`config.mk`:
```
export PLATFORM = sky130hd
export DESIGN_NAME = apu_bus_bridge_flat
export DESIGN_NICKNAME = d
export VERILOG_FILES = /design/src/rtl/apu_bus_bridge_pkg.sv /design/src/rtl/apu_bus_bridge_if.sv /design/src/rtl/apu_bus_bridge_clk_div.sv /design/src/rtl/apu_bus_bridge.sv /design/src/flat_wrapper.sv
export SDC_FILE = /design/constraint.sdc
export NUM_CORES = 1
export LEC_CHECK = 0
export ABC_AREA = 1
export BUFFER_PORTS_ARGS = -buffer_cell sky130_fd_sc_hd__buf_2
export CORE_ASPECT_RATIO = 1.5
export CORE_MARGIN = 2
export CORE_UTILIZATION = 51
export CTS_CLUSTER_SIZE = 10
export DETAILED_ROUTE_END_ITERATION = 8
export PLACE_DENSITY = 0.77
export SLEW_MARGIN = 20
export SYNTH_ARGS = -nofsm -noshare
export SYNTH_HDL_FRONTEND = slang
export SYNTH_SLANG_ARGS = --single-unit
```
`constraint.sdc`:
```
create_clock -name m_clock -period 2 [get_ports m_clock]
set_input_delay 0.2 -clock m_clock [delete_from_list [all_inputs] [get_ports m_clock]]
set_output_delay 0.2 -clock m_clock [all_outputs]
set_load 0.01 [all_outputs]
```
`src/rtl/apu_bus_bridge_pkg.sv`:
```
`default_nettype none
// ============================================================================
//  Module      : apu_bus_pkg
//  Description : Shared types and constants for the SNES APU bus bridge:
//                FSM state encoding, parameter defaults and the phase
//                counter width helper.
//  Revision    : 1.0  initial release
// ============================================================================
package apu_bus_pkg;

    localparam int ADDR_W_DEF     = 2;
    localparam int DATA_W_DEF     = 8;
    localparam int SETUP_CYC_DEF  = 2;
    localparam int STROBE_CYC_DEF = 4;
    localparam int HOLD_CYC_DEF   = 2;
    localparam int CLK_DIV_DEF    = 2;
    localparam int RST_CYC_DEF    = 64;

    localparam int STATE_W = 3;

    typedef enum logic [STATE_W-1:0] {
        ST_RST    = 3'd0,
        ST_IDLE   = 3'd1,
        ST_SETUP  = 3'd2,
        ST_STROBE = 3'd3,
        ST_HOLD   = 3'd4
    } apu_bus_state_t;

    // Width of a down-counter that must hold (largest phase length - 1).
    // Never returns less than one bit so degenerate parameter sets still build.
    function automatic int cnt_width(input int a, input int b, input int c, input int d);
        int m;
        m = a;
        if (b > m) m = b;
        if (c > m) m = c;
        if (d > m) m = d;
        return (m < 2) ? 1 : $clog2(m);
    endfunction

endpackage
`default_nettype wire

```
`src/rtl/apu_bus_bridge_if.sv`:
```
`default_nettype none
// ============================================================================
//  Module      : apu_bus_bridge_if
//  Description : Core-side request/response handshake plus APU pin bundle.
//                The bridge uses the master modport; the core/board side
//                (or a bench) uses the slave modport.
//  Revision    : 1.0  initial release
// ============================================================================
interface apu_bus_bridge_if #(
    parameter int ADDR_W = 2,
    parameter int DATA_W = 8
) ();
    // core-side handshake
    logic              req;
    logic              we;
    logic [ADDR_W-1:0] addr;
    logic [DATA_W-1:0] wdata;
    logic              busy;
    logic              ack;
    logic [DATA_W-1:0] rdata;
    // APU pins
    logic              APU_RSTn;
    logic              APU_CLK;
    logic              APU_WEn;
    logic              APU_RDn;
    logic              APU_DEn;
    logic [ADDR_W-1:0] APU_A;
    logic [DATA_W-1:0] APU_Dout;
    logic [DATA_W-1:0] APU_Din;

    modport master (
        input  req, we, addr, wdata, APU_Din,
        output busy, ack, rdata,
        output APU_RSTn, APU_CLK, APU_WEn, APU_RDn, APU_DEn, APU_A, APU_Dout
    );

    modport slave (
        output req, we, addr, wdata, APU_Din,
        input  busy, ack, rdata,
        input  APU_RSTn, APU_CLK, APU_WEn, APU_RDn, APU_DEn, APU_A, APU_Dout
    );
endinterface
`default_nettype wire

```
`src/rtl/apu_bus_bridge_clk_div.sv`:
```
`default_nettype none
// ============================================================================
//  Module      : apu_clk_div
//  Description : Free-running APU clock divider; output toggles every
//                CLK_DIV system clocks. Only p_reset stops/clears it.
//  Revision    : 1.0  initial release
// ============================================================================
module apu_clk_div
    import apu_bus_pkg::*;
#(
    parameter int CLK_DIV = CLK_DIV_DEF
) (
    input  logic m_clock,
    input  logic p_reset,
    output logic apu_clk
);
    localparam int             DIV_W    = (CLK_DIV < 2) ? 1 : $clog2(CLK_DIV);
    localparam logic [DIV_W-1:0] DIV_LAST = DIV_W'(CLK_DIV - 1);

    logic [DIV_W-1:0] r_cnt;
    logic             r_clk;

    // Count CLK_DIV cycles per half period, toggling on the last one.
    always_ff @(posedge m_clock) begin
        if (p_reset) begin
            r_cnt <= '0;
            r_clk <= 1'b0;
        end else if (r_cnt == DIV_LAST) begin
            r_cnt <= '0;
            r_clk <= ~r_clk;
        end else begin
            r_cnt <= r_cnt + DIV_W'(1);
        end
    end

    assign apu_clk = r_clk;
endmodule
`default_nettype wire

```
`src/rtl/apu_bus_bridge.sv`:
```
`default_nettype none
// ============================================================================
//  Module      : apu_bus_bridge
//  Description : Timed, handshaked bus master for the external SPC700 APU
//                board. Sequences APU reset, runs setup/strobe/hold cycles
//                and generates the free-running APU clock.
//                Optional macro APU_BRIDGE_POST_EN enables a one-entry
//                posted-write buffer (writes acked right after acceptance).
//  Revision    : 1.0  initial release
// ============================================================================
module apu_bus_bridge
    import apu_bus_pkg::*;
#(
    parameter int ADDR_W     = ADDR_W_DEF,
    parameter int DATA_W     = DATA_W_DEF,
    parameter int SETUP_CYC  = SETUP_CYC_DEF,
    parameter int STROBE_CYC = STROBE_CYC_DEF,
    parameter int HOLD_CYC   = HOLD_CYC_DEF,
    parameter int CLK_DIV    = CLK_DIV_DEF,
    parameter int RST_CYC    = RST_CYC_DEF
) (
    input  logic             m_clock,
    input  logic             p_reset,
    input  logic             soft_rst,
    apu_bus_bridge_if.master bus
);
    localparam int               CNT_W     = cnt_width(SETUP_CYC, STROBE_CYC, HOLD_CYC, RST_CYC);
    localparam logic [CNT_W-1:0] LD_RST    = CNT_W'(RST_CYC - 1);
    localparam logic [CNT_W-1:0] LD_SETUP  = CNT_W'(SETUP_CYC - 1);
    localparam logic [CNT_W-1:0] LD_STROBE = CNT_W'(STROBE_CYC - 1);
    localparam logic [CNT_W-1:0] LD_HOLD   = CNT_W'(HOLD_CYC - 1);

    apu_bus_state_t    r_state, w_state_nxt;
    logic [CNT_W-1:0]  r_cnt, w_cnt_ld;
    logic              w_cnt_done;

    logic              r_we;          // direction of the cycle on the bus
    logic [DATA_W-1:0] r_din_cap;     // APU_Din sampled on the last strobe cycle

    logic              r_busy, r_ack, r_rstn, r_wen, r_rdn, r_den;
    logic [ADDR_W-1:0] r_apu_a;
    logic [DATA_W-1:0] r_dout, r_rdata;

    logic              w_busy_d, w_ack_d, w_rstn_d, w_wen_d, w_rdn_d, w_den_d;
    logic              w_accept, w_launch, w_done_cycle, w_in_cycle, w_we_nxt;
    logic              w_l_we;
    logic [ADDR_W-1:0] w_l_addr;
    logic [DATA_W-1:0] w_l_wdata;

    assign w_cnt_done   = (r_cnt == '0);
    // soft_rst always wins over a new request
    assign w_accept     = bus.req && !r_busy && !soft_rst;
    assign w_done_cycle = (r_state == ST_HOLD) && w_cnt_done && !soft_rst;

`ifdef APU_BRIDGE_POST_EN
    logic              r_buf_vld, r_buf_we;
    logic [ADDR_W-1:0] r_buf_addr;
    logic [DATA_W-1:0] r_buf_wdata;
    logic              w_buf_push, w_buf_pop, w_buf_vld_nxt;

    // Launch source: a buffered request has priority over a fresh one.
    always_comb begin
        w_launch  = 1'b0;
        w_buf_pop = 1'b0;
        w_l_we    = bus.we;
        w_l_addr  = bus.addr;
        w_l_wdata = bus.wdata;
        if (r_state == ST_IDLE && !soft_rst) begin
            if (r_buf_vld) begin
                w_launch  = 1'b1;
                w_buf_pop = 1'b1;
                w_l_we    = r_buf_we;
                w_l_addr  = r_buf_addr;
                w_l_wdata = r_buf_wdata;
            end else if (w_accept) begin
                w_launch  = 1'b1;
            end
        end
        w_buf_push    = w_accept && !(w_launch && !w_buf_pop);
        w_buf_vld_nxt = !soft_rst && (w_buf_push || (r_buf_vld && !w_buf_pop));
    end

    // One-entry buffer; soft_rst discards whatever it holds.
    always_ff @(posedge m_clock) begin
        if (p_reset) begin
            r_buf_vld   <= 1'b0;
            r_buf_we    <= 1'b0;
            r_buf_addr  <= '0;
            r_buf_wdata <= '0;
        end else begin
            r_buf_vld <= w_buf_vld_nxt;
            if (w_buf_push) begin
                r_buf_we    <= bus.we;
                r_buf_addr  <= bus.addr;
                r_buf_wdata <= bus.wdata;
            end
        end
    end
`else
    // Without posting, a cycle starts only straight from an idle accept.
    always_comb begin
        w_launch  = (r_state == ST_IDLE) && w_accept;
        w_l_we    = bus.we;
        w_l_addr  = bus.addr;
        w_l_wdata = bus.wdata;
    end
`endif

    // State register and phase counter; the counter reloads on every entry.
    always_ff @(posedge m_clock) begin
        if (p_reset) begin
            r_state <= ST_RST;
            r_cnt   <= LD_RST;
        end else begin
            r_state <= w_state_nxt;
            if (soft_rst || (w_state_nxt != r_state))
                r_cnt <= w_cnt_ld;
            else if (!w_cnt_done)
                r_cnt <= r_cnt - CNT_W'(1);
        end
    end

    // Next-state selection and the phase length of the state being entered.
    always_comb begin
        w_state_nxt = r_state;
        if (soft_rst) begin
            w_state_nxt = ST_RST;
        end else begin
            case (r_state)
                ST_RST:    if (w_cnt_done) w_state_nxt = ST_IDLE;
                ST_IDLE:   if (w_launch)   w_state_nxt = ST_SETUP;
                ST_SETUP:  if (w_cnt_done) w_state_nxt = ST_STROBE;
                ST_STROBE: if (w_cnt_done) w_state_nxt = ST_HOLD;
                ST_HOLD:   if (w_cnt_done) w_state_nxt = ST_IDLE;
                default:                   w_state_nxt = ST_RST;
            endcase
        end
        case (w_state_nxt)
            ST_RST:    w_cnt_ld = LD_RST;
            ST_SETUP:  w_cnt_ld = LD_SETUP;
            ST_STROBE: w_cnt_ld = LD_STROBE;
            ST_HOLD:   w_cnt_ld = LD_HOLD;
            default:   w_cnt_ld = '0;
        endcase
    end

    // Pin/handshake values for the next cycle, derived from the next state.
    always_comb begin
        w_we_nxt   = w_launch ? w_l_we : r_we;
        w_in_cycle = (w_state_nxt == ST_SETUP) || (w_state_nxt == ST_STROBE) ||
                     (w_state_nxt == ST_HOLD);
        w_rstn_d   = (w_state_nxt != ST_RST);
        w_wen_d    = !((w_state_nxt == ST_STROBE) &&  w_we_nxt);
        w_rdn_d    = !((w_state_nxt == ST_STROBE) && !w_we_nxt);
        w_den_d    = !(w_in_cycle && w_we_nxt);
`ifdef APU_BRIDGE_POST_EN
        w_busy_d   = (w_state_nxt == ST_RST) || w_buf_vld_nxt || (w_in_cycle && !w_we_nxt);
        w_ack_d    = (w_accept && bus.we) || (w_done_cycle && !r_we);
`else
        w_busy_d   = (w_state_nxt != ST_IDLE);
        w_ack_d    = w_done_cycle;
`endif
    end

    // Registered outputs, launch latch and read-data capture.
    always_ff @(posedge m_clock) begin
        if (p_reset) begin
            r_rstn    <= 1'b0;
            r_wen     <= 1'b1;
            r_rdn     <= 1'b1;
            r_den     <= 1'b1;
            r_busy    <= 1'b1;
            r_ack     <= 1'b0;
            r_apu_a   <= '0;
            r_dout    <= '0;
            r_rdata   <= '0;
            r_we      <= 1'b0;
            r_din_cap <= '0;
        end else begin
            r_rstn <= w_rstn_d;
            r_wen  <= w_wen_d;
            r_rdn  <= w_rdn_d;
            r_den  <= w_den_d;
            r_busy <= w_busy_d;
            r_ack  <= w_ack_d;
            if (w_launch) begin
                r_we    <= w_l_we;
                r_apu_a <= w_l_addr;
                r_dout  <= w_l_wdata;
            end
            if ((r_state == ST_STROBE) && w_cnt_done && !r_we)
                r_din_cap <= bus.APU_Din;
            if (w_done_cycle && !r_we)
                r_rdata <= r_din_cap;
        end
    end

    apu_clk_div #(
        .CLK_DIV (CLK_DIV)
    ) u_clk_div (
        .m_clock (m_clock),
        .p_reset (p_reset),
        .apu_clk (bus.APU_CLK)
    );

    assign bus.APU_RSTn = r_rstn;
    assign bus.APU_WEn  = r_wen;
    assign bus.APU_RDn  = r_rdn;
    assign bus.APU_DEn  = r_den;
    assign bus.APU_A    = r_apu_a;
    assign bus.APU_Dout = r_dout;
    assign bus.busy     = r_busy;
    assign bus.ack      = r_ack;
    assign bus.rdata    = r_rdata;
endmodule
`default_nettype wire
```
`src/flat_wrapper.sv`:
```
// flat-port wrapper written by rule: the top's interface ports become plain ports
module apu_bus_bridge_flat import apu_bus_pkg::*;
#(
    parameter int ADDR_W     = ADDR_W_DEF,
    parameter int DATA_W     = DATA_W_DEF,
    parameter int SETUP_CYC  = SETUP_CYC_DEF,
    parameter int STROBE_CYC = STROBE_CYC_DEF,
    parameter int HOLD_CYC   = HOLD_CYC_DEF,
    parameter int CLK_DIV    = CLK_DIV_DEF,
    parameter int RST_CYC    = RST_CYC_DEF
)
  (m_clock, p_reset, soft_rst, bus_req, bus_we, bus_addr, bus_wdata, bus_APU_Din, bus_busy, bus_ack, bus_rdata, bus_APU_RSTn, bus_APU_CLK, bus_APU_WEn, bus_APU_RDn, bus_APU_DEn, bus_APU_A, bus_APU_Dout);
  apu_bus_bridge_if #(.ADDR_W(ADDR_W), .DATA_W(DATA_W)) bus_i ();
  input  logic m_clock;
  input  logic p_reset;
  input  logic soft_rst;
  input wire logic [$bits(bus_i.req)-1:0] bus_req;
  input wire logic [$bits(bus_i.we)-1:0] bus_we;
  input wire logic [$bits(bus_i.addr)-1:0] bus_addr;
  input wire logic [$bits(bus_i.wdata)-1:0] bus_wdata;
  input wire logic [$bits(bus_i.APU_Din)-1:0] bus_APU_Din;
  output wire logic [$bits(bus_i.busy)-1:0] bus_busy;
  output wire logic [$bits(bus_i.ack)-1:0] bus_ack;
  output wire logic [$bits(bus_i.rdata)-1:0] bus_rdata;
  output wire logic [$bits(bus_i.APU_RSTn)-1:0] bus_APU_RSTn;
  output wire logic [$bits(bus_i.APU_CLK)-1:0] bus_APU_CLK;
  output wire logic [$bits(bus_i.APU_WEn)-1:0] bus_APU_WEn;
  output wire logic [$bits(bus_i.APU_RDn)-1:0] bus_APU_RDn;
  output wire logic [$bits(bus_i.APU_DEn)-1:0] bus_APU_DEn;
  output wire logic [$bits(bus_i.APU_A)-1:0] bus_APU_A;
  output wire logic [$bits(bus_i.APU_Dout)-1:0] bus_APU_Dout;
  assign bus_i.req = bus_req;
  assign bus_i.we = bus_we;
  assign bus_i.addr = bus_addr;
  assign bus_i.wdata = bus_wdata;
  assign bus_i.APU_Din = bus_APU_Din;
  assign bus_busy = bus_i.busy;
  assign bus_ack = bus_i.ack;
  assign bus_rdata = bus_i.rdata;
  assign bus_APU_RSTn = bus_i.APU_RSTn;
  assign bus_APU_CLK = bus_i.APU_CLK;
  assign bus_APU_WEn = bus_i.APU_WEn;
  assign bus_APU_RDn = bus_i.APU_RDn;
  assign bus_APU_DEn = bus_i.APU_DEn;
  assign bus_APU_A = bus_i.APU_A;
  assign bus_APU_Dout = bus_i.APU_Dout;
  apu_bus_bridge #(.ADDR_W(ADDR_W), .DATA_W(DATA_W), .SETUP_CYC(SETUP_CYC), .STROBE_CYC(STROBE_CYC), .HOLD_CYC(HOLD_CYC), .CLK_DIV(CLK_DIV), .RST_CYC(RST_CYC)) u_core (.m_clock(m_clock), .p_reset(p_reset), .soft_rst(soft_rst), .bus(bus_i));
endmodule
```
* Word-level counts from Yosys, hierarchy flattened
Cells that the tools add are included.
** Word-level totals
- Logic and storage cells :: 66
- Register bits after elaboration :: 44
- Output and inout port bits :: 25
** Operators by class
- Equality and inequality tests :: 10
- Reduce and logical (&&, ||, !) cells :: 28
- Mux-type cells :: 10
- Bitwise operators :: 1
- $add $sub $neg :: 2
** Operator list (number)
- 6-bit one-hot mux with 3 select lines :: 1
- 3-bit two-way mux :: 5
- 3-bit by 2-bit == test with 1-bit output, second input constant :: 4
- 6-bit two-way mux :: 2
- 3-bit one-hot mux with 4 select lines :: 1
- 1-bit logical AND :: 11
- 1-bit logical NOT :: 7
- 3-bit == test, second input constant :: 2
- 3-bit logical NOT :: 2
- 6-bit logical NOT :: 1
- 2-bit OR reduction :: 3
- 6-bit by 1-bit subtractor with 6-bit output, second input constant :: 1
- 3-bit by 1-bit == test with 1-bit output, second input constant :: 1
- 1-bit logical OR :: 3
- 3-bit by 1-bit inequality test with 1-bit output, second input constant :: 1
- 3-bit inequality test :: 1
- 3-bit nonzero test :: 1
- 2-bit inequality test, second input constant :: 1
- 1-bit adder, second input constant :: 1
- 1-bit two-way mux :: 1
- 1-bit NOT :: 1

* Depth between registers and ports, before layout
Gate-level depths: netlist of the first run.
- Depth in word-level cells :: 12
- Gate-level depth with buffers :: 15
- Gate-level depth less buffers :: 15

* By module
A second synthesis of the first run with hierarchy kept.
** Second synthesis, totals
- Cells, all modules :: 247
- Area total of the unflattened synthesis :: 1919.3 µm²
** Modules (own cells, without submodules)
- apu_bus_bridge :: area an instance 1854.3 µm², cells an instance 239, instances 1
- apu_clk_div :: area an instance 65.1 µm², cells an instance 8, instances 1

* Worst setup path after synthesis of the first run
OpenSTA, ideal clock, no wires.
- Kind :: register to register
- Start point :: register u_core.r_cnt[0]
- End point :: register u_core.r_cnt[0]
- Stages on the path, launching flop included :: 14
- Slack :: 0.343 ns
- Library setup time :: 0.119 ns
- Arrival time :: 1.537 ns
- Path through :: dfxtp_1 > inv_1 > ha_1 > nand2_1 > nor2_2 > nand3_2 > nand2_2 > nand2_2 > nand2_1 > nand2_2 > nor2_8 > nand2_4 > a21oi_1 > o21ai_1
** On the way
- Longest elaborated chain between the ends :: 8
- Elaborated cells between the ends (all ways) :: 18
- Those cells by class :: 1 x add/sub; 5 x eq/ne; 8 x mux; 4 x reduce/logical
** RTL lines
- from (decl) :: line apu_bus_bridge.sv:34 : logic [CNT_W-1:0] r_cnt, w_cnt_ld;
- from (signal assigned) :: line apu_bus_bridge.sv:117 : r_cnt <= w_cnt_ld;
- from (signal assigned) :: line apu_bus_bridge.sv:119 : r_cnt <= r_cnt - CNT_W'(1);
- 6-bit logical NOT :: line apu_bus_bridge.sv:50 : assign w_cnt_done = (r_cnt == '0);
- 3-bit two-way mux (on tied branches)
- 3-bit one-hot mux with 4 select lines :: line apu_bus_bridge.sv:129 : case (r_state)
- 3-bit two-way mux :: line apu_bus_bridge.sv:126 : if (soft_rst) begin
- 3-bit == test / 3-bit by 2-bit == test with 1-bit output (equally long branches) :: line apu_bus_bridge.sv:138 : case (w_state_nxt)
- 2-bit OR reduction (no line)
- 6-bit one-hot mux with 3 select lines :: line apu_bus_bridge.sv:138
- 6-bit two-way mux :: line apu_bus_bridge.sv:116 : if (soft_rst || (w_state_nxt != r_state))
Several ways; a longest one is shown, not always the timed one. The select of a mux whose other input is x is not followed.
A chain may end at the register's enable or synchronous reset.

* Final worst setup path of the first run
Same ends and word-level chain as after synthesis.

==> impl_results.md, run 1 <==
* # H-tree levels at 2
* Xor and xnor area share after synthesis at 0.0286
* # DRC at 0
* Final WS setup at ~0.19 ns
* Syn-to-layout area delta at 19.7%
* Drt first pass iters at 5
* Post-Layout Cell Count at 327
* Vias at ~1600
* Final antenna-violating net count at 0
* Die Footprint at 4110 sq um
* CP cell instances: inv_1 -> ha_2 -> nand2_1 -> nor2_2 -> nand3_2 -> nand2_2 -> nand2_2 -> nand2_1 -> nand2_2 -> nor2_8 -> nand2_4 -> a21oi_1 -> o21ai_1
* Buf+Inv Stages, Crit Path at 1
* CTS Buffer Depth at 2
* Max Slew Vio Count at 0
* Routed wire length at 3770 microns
* Placed Area at 2110 sq um
* WP data required at between 2 and 2.5 ns
* Most frequent cells in the layout: buf_2, dfxtp_1, nand2_1, nor2_1, o21ai_0
* Cells after synthesis at 235
* Routed length per instance at 11.5 microns
* CP Capture Type: flip-flop
* First-pass GRT wire length at approximately 6500 microns
* RSZ-0062 raised after global routing: no
* Synthesis-stage register bit count at between 40 and 50
* Final setup fails at 0
* CTS tree: done
* Worst path max stage delay at 0.30 ns
* GPL Wtd Cong at between 0.9 and 1
* Syn Std Cell Area at roughly 1800 sq um
* Initial Utilization at 0.537
* Die span in y at a little under 80 microns
* Starting DRT DRC Count at 72
* Commonest non-fill, non-tap cell in the layout: buf_2
* Synthesized net count at 259
* Placed Cells at 320
* Fin crit share at 0.907
* VDD IR max at between 0.0006 and 0.0007 V
* Post-synthesis mux area share at 0
* Simple-gate share of the synthesized area at 0.280
* Vias per cell at 4.98
* Main combinational cell family by area after synthesis: simple AND/OR/NAND/NOR gates
* Yosys top cell area share at 0.480
* IO Count at 48
* PwrDens at 684 nW/um^2
* Hold Path Class: primary input to flip-flop
* CP arrival at 2.00 ns
* Largest net degree at the start of global routing at 21
* Share of post-route cells with drive strength above 1 at 0.302
* Max FO, Critical Path at 8
* Post-CTS Hold Buffers at 0
* Vias in the first global route at 1540
* Compound-cell area share of the yosys netlist at 0.131
* CP dominant cell by count: nand2_2
* Final setup TNS at 0 ns
* Clk_skew at 0.00612 ns
* Clock Latency Late Sink at 0.29 ns
* Initial antenna violation count at 0
* Status: complete, no violations
* Setup crit start kind: flip-flop
* Die width at 53.0 microns
* Synth warn at 0
* Ranking of synthesized cells by area: dfxtp_1, o21ai_0, nand2_1
* Delay-heaviest family, CP: simple AND/OR/NAND/NOR gates
* Final Cell Area at 2200 sq um
* # clock sinks at 44
* Count of cell types in the netlist at 27
* Relative slew slack at 0.694
* Synth Area in Adders at 0.00682
* ANT cells at 0
* Max-cap viol count at 0
* Final design utilization at 0.643
* Final #Nets at 309
* Crit path max-delay cell type: dfxtp_1
* Post-route minimum period at ~1.8 ns
* Leakage power at ~1.0 nW
* CTS root buf: clkbuf_8
* Core area at 3420 sq um
* F_max at 551 MHz
* GRT overflow at 0
* Worst-Margin Slew at 0.460 ns
* Number of I/O port buffers at 47
* Seq/Total Area, Yosys at 0.480
* CTS Buf Count at 5
* Synth area leader: dfxtp_1
* CP Class: flip-flop to flip-flop
* Syn Area/Cell at about 7.8 sq um
* Pre-CTS setup slack at between 0.09 and 0.1 ns
* Site Rows at 26
* Final hold vios at 0
* Global Route Usage Sum at 0.209
* Worst-path clk slew at 0.07 ns
* Post-DP HPWL at 2860 microns
==> final timing paths <==
| check | from | to | slack (ns) | cells past startpoint |
|---|---|---|---|---|
| worst min-delay path | bus_wdata[1] | u_core.bus.APU_Dout[1] | 0.16 | 3 |
| worst max register to register | u_core.r_cnt[0] | u_core.r_cnt[0] | 0.19 | 13 |
| worst min register to register | u_core.u_clk_div.r_cnt | u_core.u_clk_div.r_cnt | 0.44 | 1 |
| worst max-delay path | u_core.r_cnt[0] | u_core.r_cnt[0] | 0.19 | 13 |
==> synth_stat cells <==
library cell   n
clkinv_1       1
dfxtp_1       44
nand2_1       34
nand4_1        1
inv_2          5
xnor2_1        2
buf_2          1
inv_4          1
xor2_1         4
nand3_4        1
a21oi_1       19
buf_4          1
inv_1         20
nor2_4         2
nor2_8         1
nand2_2        9
clkbuf_1       4
ha_1           1
nand2_4        1
o21ai_1        2
nand3_2        4
buf_1          1
nor2_1        30
nor3_1         1
o21ai_0       27
nor2_2         4
nand3_1       14
==> power by group <==
group	internal [mW]	total, mW	switching, mW
sequential	0.885	0.894	0.00812
combinational	0.0419	0.0924	0.0504
clock	0.238	0.516	0.278
total	1.16	1.50	0.337
==> area by class of cell <==
| class | count | area (sq um) |
|---|---|---|
| Inverter | 27 | 104 |
| Sequential cell | 44 | 881 |
| Multi-Input combinational cell | 157 | 825 |
| Clock inverter | 1 | 5.00 |
| Clock buffer | 6 | 72.6 |
| Fill cell | 319 | 1220 |
| Timing Repair Buffer | 50 | 258 |
| Tap cell | 42 | 52.6 |
==> cells by family after synthesis <==
family | Yosys count
AND/OR/NAND/NOR | 102
AO/OA/AOI/OAI | 48
flip-flops | 44
buffers and inverters | 34
XOR/XNOR | 6
adder cells (fa/ha/maj) | 1
==> per-layer routing <==
| metal | track usage | part of all wire | vias to the layer above |
|---|---|---|---|
| met3 | 0.0500 | 0.049 | 14 |
| met4 | 0.0949 | 0.026 | 0 |
| met2 | 0.359 | 0.51 | 51 |
| met1 | 0.236 | 0.41 | 722 |
| li1 | - | - | 843 |
| met5 | 0 | 0 | - |
==> what timing repair did <==
action | 4_1_cts | 5_1_grt
buffers inserted | 0 | 0
resized for setup | 0 | 2
endpoints found under the setup margin | 0 | 12
endpoints found under the hold margin | 0 | 0
==> flip-flops by register name, summed over array words and instances, names as in the netlist <==
name                      cells
u_core.bus.APU_A              2
u_core.bus.APU_DEn            1
u_core.bus.APU_Dout           8
u_core.bus.APU_RDn            1
u_core.bus.APU_RSTn           1
u_core.bus.APU_WEn            1
u_core.bus.ack                1
u_core.bus.busy               1
u_core.bus.rdata              8
u_core.r_cnt                  6
u_core.r_din_cap              8
u_core.r_state                3
u_core.r_we                   1
u_core.u_clk_div.apu_clk      1
u_core.u_clk_div.r_cnt        1
==> tightest hold or removal path, delay by kind of cell <==
kind | cells | cell delay, ns
buffers and inverters | 1 | 0.07
AOI/OAI and AO/OA | 1 | 0.07
and+or+nand+nor | 1 | 0.07
==> metrics by stage <==
step	total power, mW	hold slack [ns]
4_1_cts	1.52	0.152
3_3_place_gp	1.01	0.429
6_report	1.50	0.157
2_1_floorplan	0.968	0.367
3_5_place_dp	1.01	0.431
5_1_grt	1.56	0.175
No activity file was read; power rests on OpenSTA's default activity.
==> run 2: changes to the inputs <==
--- a/config.mk
+++ b/config.mk
@@ -5,14 +5,13 @@
 export SDC_FILE = /design/constraint.sdc
 export NUM_CORES = 1
 export LEC_CHECK = 0
-export ABC_AREA = 1
 export BUFFER_PORTS_ARGS = -buffer_cell sky130_fd_sc_hd__buf_2
 export CORE_ASPECT_RATIO = 1.5
 export CORE_MARGIN = 2
-export CORE_UTILIZATION = 51
+export CORE_UTILIZATION = 52
 export CTS_CLUSTER_SIZE = 10
 export DETAILED_ROUTE_END_ITERATION = 8
-export PLACE_DENSITY = 0.77
+export PLACE_DENSITY = 0.79
 export SLEW_MARGIN = 20
 export SYNTH_ARGS = -nofsm -noshare
 export SYNTH_HDL_FRONTEND = slang
==> run 2 against run 1 <==
Effect of this change:
- global-route usage grew 1.2 points
- synthesized cell count down 19%
- flip-flop and latch count unchanged
- core utilization increased by 4.1 points
- die area down 0.49%
- critical path depth shrank 7
- worst hold slack worse by 0.022 ns
- register-to-register slack got worse by 0.09 ns
- non-clock buffer count is 12 higher
- setup slack worse by 0.090 ns
- sequential share of layout area fell by 2.4 points
- combinational power shrank 29%
==> impl_results.md, run 2 <==
* Post-synth EDFFs at 0
* GRT overflow at 0
* Setup crit start kind: flip-flop
* IO Count at 48
* Synth warn at 0
* # clock sinks at 44
* Starting DRT DRC Count at 44
* Net Sw Power at approximately 0.33 mW
* Comb pwr share at 0.038
* Routed wire length at 3970 microns
* Vias in the first global route at 1567
* Switching Share at 0.190
* Initial Utilization at 0.545
* Count leader, synth: dfxtp_1
* Post-route minimum period at 1.90 ns
* Vias per cell at between 5 and 6
* Worst path max stage delay at 0.36 ns
* Clock Latency Late Sink at roughly 0.29 ns
* Placed Area at 2190 sq um
* RSZ-0062 raised after global routing: no
* Most frequent cells in the layout: buf_2, dfxtp_1, nor2_1, mux2i_1, buf_4
* Synthesis-stage register bit count at 44
* Max FO, Critical Path at 4
* PwrDens at 743 nW/um^2
* Ys flop type: dfxtp_1
* CTS tree: done
* Clk_skew at 0.00236 ns
* CP Class: flip-flop to flip-flop
* Synth top cells by count: dfxtp_1, nor2_1, mux2i_1
* Final antenna-violating net count at 0
* Cells after synthesis at approximately 190
* Die Footprint at ~4100 sq um
* Syn Area/Cell at 9.75 sq um
* Syn Std Cell Area at around 1900 sq um
* Number of I/O port buffers at between 40 and 50
* Vias at 1554
* Final Cell Area at 2340 sq um
* Leakage power at around 1.0 nW
* Count of cell types in the netlist at 40
* Largest net degree at the start of global routing at 36
* Worst-path clk slew at 0.08 ns
* Crit path max-delay cell type: or3b_1
* CTS root buf: clkbuf_8
* Initial antenna violation count at 0
* Final setup TNS at 0 ns
* Relative slew slack at 0.748
* Status: complete, no violations
* Routed length per instance at ~14 microns
* Die width at 52.9 microns
* Die span in y at 77.3 microns
* # DRC at 0
* Post-CTS Hold Buffers at 0
* Clock Power Share at 0.449
* CTS Buffer Depth at 2
* Hold Path Class: primary input to flip-flop
* Async set-reset flop share out of synthesis at 0
* Max Slew Vio Count at 0
* Share of post-route cells with drive strength above 1 at 0.310
* CP Capture Type: flip-flop
* Hold slack at 0.135 ns
* Post-DP HPWL at between 2000 and 3000 microns
* CP dominant cell by count: or3b_1
* Ranking of synthesized cells by area: dfxtp_1, mux2i_1, nor2_1
* Final #Nets at 272
* WP data required at 2.18 ns
* F_max at 525 MHz
* Site Rows at 26
* CP cell instances: inv_2 -> ha_2 -> or3b_1 -> or2_1 -> a211oi_2 -> or3b_1
* CP arrival at between 2 and 2.5 ns
* Yosys top cell area share at 0.473
* # H-tree levels at 2
* Seq/Total Area, Yosys at 0.473
* Worst-Margin Slew at 0.367 ns
* First-pass GRT wire length at 6800 microns
* Core area at 3420 sq um
* Commonest non-fill, non-tap cell in the layout: buf_2
* Int Power at roughly 1.4 mW
* Global Route Usage Sum at 0.221
* Synth area leader: dfxtp_1
* Max-cap viol count at 0
* ANT cells at 0
* Syn-to-layout area delta at 25.5%
* Final hold vios at 0
* CTS Buf Count at 5
* Fin crit share at 0.952
* Drt first pass iters at 4
* Share of power burned in registers at 0.514
* Final setup fails at 0
* Synthesized net count at between 200 and 250
* Fillers at 287
* VDD IR max at 0.000773 V
* GPL Wtd Cong at around 0.95
-- run 2: cell types whose count changed after synthesis, sizes merged, moves of 4 or more --
cell / delta
clkbuf: +4
o21ai: -23
mux2i: +27
nand3: -17
a21oi: -16
inv: -21
nand2: -41
-- run 2: cell families (layout without fill, tap and decap cells) --
| logic type | count (synthesis) | in the layout | synth area share |
|---|---|---|---|
| flops | 44 | 44 | 0.473 |
| xor+xnor | 5 | 5 | 0.0235 |
| compound gates | 27 | 27 | 0.101 |
| mux | 27 | 27 | 0.145 |
| fa+ha+maj | 1 | 1 | 0.00672 |
| buf+inv | 17 | 74 | 0.0437 |
| simple gates | 70 | 70 | 0.207 |
-- run 2: worst max-delay path: cells and delay by family (launching register included) --
kind,cells,cell delay (ns)
flops,1,0.34
simple gates,3,0.95
buf+inv,1,0.07
compound gates,1,0.24
fa+ha+maj,1,0.18
-- run 2: per-stage QoR --
| step | power, mW | std cells | setup WS, ns | utilization |
|---|---|---|---|---|
| after global placement | 0.976 | 282 | 0.100 | 0.642 |
| after floorplan | 0.945 | 191 | 0.140 | - |
| after CTS | 1.75 | 289 | 0.0478 | 0.679 |
| after global routing | 1.80 | 290 | 0.0173 | 0.684 |
| final | 1.74 | 290 | 0.0964 | 0.684 |
| after detailed placement | 0.977 | 282 | 0.0708 | 0.642 |
-- run 2: cell type report --
| cell class | count | area, sq um | share of cell area |
|---|---|---|---|
| Clock buffer | 5 | 68.8 | 0.0295 |
| Tap cell | 42 | 52.6 | 0.0225 |
| Multi-Input combinational cell | 130 | 907 | 0.388 |
| Inverter | 5 | 18.8 | 0.00803 |
| Sequential cell | 44 | 881 | 0.377 |
| Clock inverter | 2 | 60.1 | 0.0257 |
| Timing Repair Buffer | 62 | 348 | 0.149 |
-- run 2: power groups by stage --
| stage | Sequential (mW) | Clock, mW | Combinational [mW] |
|---|---|---|---|
| floorplan | 0.911 | 0 | 0.0337 |
| global placement | 0.911 | 0 | 0.0647 |
| detailed placement | 0.912 | 0 | 0.0652 |
| CTS | 0.891 | 0.794 | 0.0657 |
| global route | 0.893 | 0.835 | 0.0735 |
| finish | 0.891 | 0.778 | 0.0656 |
-- run 2: worst paths after layout --
path                                              from  slack, ns                     end  depth (start not counted)
worst max-delay path                   u_core.r_cnt[0]        0.1      u_core.bus.APU_WEn                          6
worst min-delay path                       bus_addr[1]       0.13     u_core.bus.APU_A[1]                          3
worst max register to register         u_core.r_cnt[0]        0.1      u_core.bus.APU_WEn                          6
worst min register to register  u_core.u_clk_div.r_cnt       0.46  u_core.u_clk_div.r_cnt                          1
-- run 2: what timing repair did --
item | in CTS | in global routing
setup buffers | 0 | 1
resized for setup | 0 | 3
endpoints found under the setup margin | 0 | 1
-- run 2: metal layers --
layer,global-route usage,part of all wire,up-vias
met2,0.368,0.51,44
met5,0,0,-
met3,0.0584,0.047,9
met1,0.244,0.41,729
li1,-,-,772
met4,0.123,0.030,0
